--- src/rtl/regfile_write_sched.sv ---
// Write-port scheduler for the 32-entry flop-bank register file: arbitrates writeback
// against the auxiliary port, decodes the one-hot enable, and sweeps r1..r31 to zero.
module regfile_write_sched #(
   parameter int NREGS  = 32,
   parameter int AW     = 5,
   parameter int DW     = 32,
   parameter int STARVE = 4
) (
   input  logic             clk,
   input  logic             reset,
   input  logic             wb_valid,
   output logic             wb_ready,
   input  logic [AW-1:0]    wb_addr,
   input  logic [DW-1:0]    wb_data,
   input  logic             aux_valid,
   output logic             aux_ready,
   input  logic [AW-1:0]    aux_addr,
   input  logic [DW-1:0]    aux_data,
   input  logic             clr_req,
   output logic [NREGS-1:0] en,
   output logic [DW-1:0]    wdata,
   output logic             busy
);

   localparam int SW = $clog2(STARVE + 1);

   typedef enum logic [1:0] {
      S_INIT,
      S_RUN,
      S_CLEAR
   } state_t;

   state_t           state_q, state_d;
   logic [AW-1:0]    cnt_q, cnt_d;
   logic [SW-1:0]    scnt_q, scnt_d;
   logic [NREGS-1:0] en_q, en_d;
   logic [DW-1:0]    wdata_q, wdata_d;
   logic             busy_q;
   logic             force_aux;
   logic             wb_hs;
   logic             aux_hs;

   // Bit 0 is always masked: r0 is hardwired zero and must never be written.
   function automatic logic [NREGS-1:0] reg_onehot(input logic [AW-1:0] a);
      reg_onehot = (NREGS'(1) << a) & ~NREGS'(1);
   endfunction

   always_comb begin
      state_d   = state_q;
      cnt_d     = cnt_q;
      scnt_d    = scnt_q;
      en_d      = '0;
      wdata_d   = wdata_q;
      wb_ready  = 1'b0;
      aux_ready = 1'b0;
      wb_hs     = 1'b0;
      aux_hs    = 1'b0;
      force_aux = (scnt_q == SW'(STARVE));
      case (state_q)
         S_RUN: begin
            if (clr_req) begin
               state_d = S_CLEAR;
            end else begin
               wb_ready  = !force_aux;
               aux_ready = force_aux | !wb_valid;
            end
            // The ready equations make the two handshakes mutually exclusive.
            wb_hs  = wb_valid & wb_ready;
            aux_hs = aux_valid & aux_ready;
            if (wb_hs) begin
               en_d    = reg_onehot(wb_addr);
               wdata_d = wb_data;
            end else if (aux_hs) begin
               en_d    = reg_onehot(aux_addr);
               wdata_d = aux_data;
            end
            if (aux_hs || !aux_valid) begin
               scnt_d = '0;
            end else if (!force_aux) begin
               scnt_d = scnt_q + SW'(1);
            end
         end
         default: begin
            en_d    = reg_onehot(cnt_q);
            wdata_d = '0;
            if (cnt_q == AW'(NREGS - 1)) begin
               state_d = S_RUN;
               cnt_d   = AW'(1);
            end else begin
               cnt_d = cnt_q + AW'(1);
            end
         end
      endcase
   end

   // busy lags the state by one cycle so it covers the final enable pulse of a sweep.
   always_ff @(posedge clk) begin
      if (!reset) begin
         state_q <= S_INIT;
         cnt_q   <= AW'(1);
         scnt_q  <= '0;
         en_q    <= '0;
         wdata_q <= '0;
         busy_q  <= 1'b1;
      end else begin
         state_q <= state_d;
         cnt_q   <= cnt_d;
         scnt_q  <= scnt_d;
         en_q    <= en_d;
         wdata_q <= wdata_d;
         busy_q  <= (state_q != S_RUN);
      end
   end

   assign en    = en_q;
   assign wdata = wdata_q;
   assign busy  = busy_q;

endmodule

--- config.mk ---
export PLATFORM = sky130hd
export DESIGN_NAME = regfile_write_sched
export DESIGN_NICKNAME = d
export VERILOG_FILES = /design/src/rtl/regfile_write_sched.sv
export SDC_FILE = /design/constraint.sdc
export NUM_CORES = 1
export LEC_CHECK = 0
export ABC_AREA = 1
export ABC_CLOCK_PERIOD_IN_PS = 1650
export BUFFER_PORTS_ARGS = -buffer_cell sky130_fd_sc_hd__buf_4
export CORE_MARGIN = 4
export CORE_UTILIZATION = 35
export DETAILED_ROUTE_END_ITERATION = 6
export PLACE_DENSITY = 0.67
export SYNTH_ARGS = -nofsm -noshare
export SYNTH_HDL_FRONTEND = slang
export SYNTH_SLANG_ARGS = --single-unit
--- constraint.sdc ---
create_clock -name clk -period 1.65 [get_ports clk]
set_input_delay 0.165 -clock clk [delete_from_list [all_inputs] [get_ports clk]]
set_output_delay 0.165 -clock clk [all_outputs]
set_load 0.05 [all_outputs]
==> metrics.txt <==
Post-Route WL=about 12000 um; initial antenna violation count=0; Starting Density=35.8%; worst skew pair latency=about 330 ps; Root Driver=clkbuf_16; unrepaired setup endpoints after global routing=false; Congestion Overflow GR=0; number of global-route vias before repair=4072; Slew Viols, Final=0; Worst Skew=7.01 ps; first-pass GRT wire length=19500 um; post-detail-place hpwl=8920 um; I/O pin cnt=146; Mapped Cells=between 600 and 700; Final Total Pwr=4.33 mW; Worst EP required=roughly 1500 ps; fin util=about half; wire per inst=13.0 um; PwrDens=765 nW/um2; synth warn=0; area delta synth->final=37.9%; final worst-path cycle share=94.5%; Hold Buf Count CTS=0; Seq cells post-synth=74; gr usage total=approximately 18%; first drt pass iteration count=4; Pleak=about 3 nW; VDD IR-drop max=0.538 mV; total vias in the final route=~4400; FMAX=641 MHz; clock network power share=a little over two fifths; Hold WC Path Type=in -> reg; row count=39; H-tree Lvls=3; pin count of the biggest net entering global routing=36; GP Congestion=0.931; CP max FO=3; Comb power frac=around 14%; area of the multi-input gates=2270 um2; FF/Latch Area=1480 um2; Core ar.=11500 um2; CTS tree=done; Avg Vias per Cell=4.65; syn nets=747; layout cells sized above 1=between 20% and 30%; Fillers=approximately 1200; Avg Cell Area, Syn=6.23 um2; Die ar.=roughly 14000 um2; CTS clock-pin slew for the worst setup and hold paths=60 ps; Final setup violation count=0; I/O Buffers=144; crit path time final=1560 ps; clock buffer depth=2; sequential-to-total area share from yosys stat=between 30 and 40%; Critical Path Source Type=flip-flop; final hold vios=0; Reg power frac=42.1%; Iteration-0 DRC Markers=322; Internal Power=3.26 mW; critical path type=reg -> out; Routed Antenna Nets=0; hold slack=around 120 ps; fin nets=884; CTS Buf Count=9; DRC errors left=0; max cap viols=0; antenna diode count=0; die height=116 um; outcome=finished clean; Distinct cells, synth=31; CTS sink count=74; Die X=116 um; switching component of the power=1.07 mW; Switching Share=between 20% and 30%; Mapped Area=4100 um2; crit path DAT=1390 ps; crit end category=output port
-- final timing paths --
| path | from | endpoint | slack (ps) | cells past startpoint |
|---|---|---|---|---|
| worst max-delay path | scnt_q[1] | wb_ready | 90 | 7 |
| worst max register to register | scnt_q[1] | en[3] | 140 | 10 |
| worst min-delay path | reset | scnt_q[1] | 120 | 3 |
| worst min register to register | wdata[28] | wdata[28] | 500 | 2 |
-- power by group through the flow --
stage / Sequential (mW) / Clock, mW / Combinational, mW
2_1_floorplan: 1.88 / 0 / 0.344
3_3_place_gp: 1.86 / 0 / 0.596
3_5_place_dp: 1.86 / 0 / 0.597
4_1_cts: 1.82 / 1.96 / 0.600
5_1_grt: 1.82 / 2.02 / 0.674
6_report: 1.82 / 1.90 / 0.606
-- worst max-delay path: stages (launching register included) --
cell	delay (ps)
dfxtp_2	340
inv_2	50
ha_4	150
nand2_4	70
buf_6	110
nand2_2	70
nor2_2	100
buf_6	160
-- routing by layer --
| metal | vias to the layer above | wire length (um) | GRT usage [%] |
|---|---|---|---|
| li1 | 2313 | - | - |
| met1 | 1936 | 5620 | 23.7 |
| met5 | - | 0 | 0 |
| met2 | 120 | 5730 | 28.9 |
| met4 | 0 | 181 | 5.65 |
| met3 | 12 | 747 | 4.09 |
-- flip-flops by register name, summed over array words and instances, names as in the netlist --
register and count:
busy 1, cnt_q 5, en 31, scnt_q 3
state_q 2, wdata 32
-- synthesized netlist by cell type --
cell        n  area (um2)
inv_2       5        18.8
o21ai_0    30         150
nor2_4      1        11.3
inv_1      31         116
nand2_1   285        1070
clkinv_4    1        8.76
a21oi_1     3        15.0
inv_4       1        6.26
nand4_1    13        81.3
buf_2       7        35.0
nand3_2     2        20.0
o21a_1      1        7.51
buf_1       3        11.3
o21ai_1     9        45.0
buf_4       7        52.6
clkbuf_1    5        18.8
o32ai_1     1        8.76
nor3_1      9        45.0
nor2_8      1        20.0
nand2_4     2        22.5
ha_1        9         113
dfxtp_1    74        1480
nand2_2     3        18.8
nor2_2      3        18.8
buf_6      12         135
conb_1      1        3.75
nand3_1    25         125
xor2_1      1        8.76
o211ai_1    1        7.51
o22ai_1     1        6.26
nor2_1    112         420
-- stage by stage --
step / instance area (um2) / setup TNS, ps / std cells / setup WS [ps]
after global placement: 5290 / -158 / 928 / -24.2
after floorplan: 4100 / 0 / 659 / 78.2
after detailed placement: 5290 / -1550 / 928 / -79.4
after global routing: 5660 / 0 / 943 / 6.23
after CTS: 5610 / 0 / 943 / 1.15
final: 5660 / 0 / 943 / 90.4
-- cell families (layout without fill, tap and decap cells) --
| kind of cell | count (synthesis) | count (layout) | share of synthesized area, % |
|---|---|---|---|
| AO/OA/AOI/OAI | 46 | 46 | 5.86 |
| XOR/XNOR | 1 | 1 | 0.214 |
| AND/OR/NAND/NOR | 456 | 456 | 45.2 |
| adder cells (fa/ha/maj) | 9 | 9 | 2.74 |
| other | 1 | 1 | 0.0914 |
| buffers and inverters | 72 | 213 | 9.82 |
| flip-flops | 74 | 74 | 36.1 |
-- layout by cell type (no fill, tap or decap), drive strengths merged --
cell,instances
nand2,290
buf,160
nor2,117
dfxtp,74
o21ai,39
inv,37
nand3,27
nand4,13
clkbuf,12
nor3,9
ha,9
a21oi,3
clkinv,2
clkinvlp,1
o32ai,1
o22ai,1
o211ai,1
xor2,1
o21a,1
conb,1
bufinv,1
-- what timing repair did --
action,CTS,global route
endpoints found under the setup margin,42,53
cloned,0,0
pin swaps,4,1
gates resized for setup,10,13
setup buffers,1,0
-- layout make-up --
cell class / instances / area share [%]
multi-input cells: 513 / 40.1
clock inverters: 3 / 0.708
clock buffers: 12 / 4.36
flip-flops and latches: 74 / 26.2
inverters: 38 / 2.85
well taps: 143 / 3.16
repair buffers: 160 / 22.6
(Power assumes the default switching activity.)
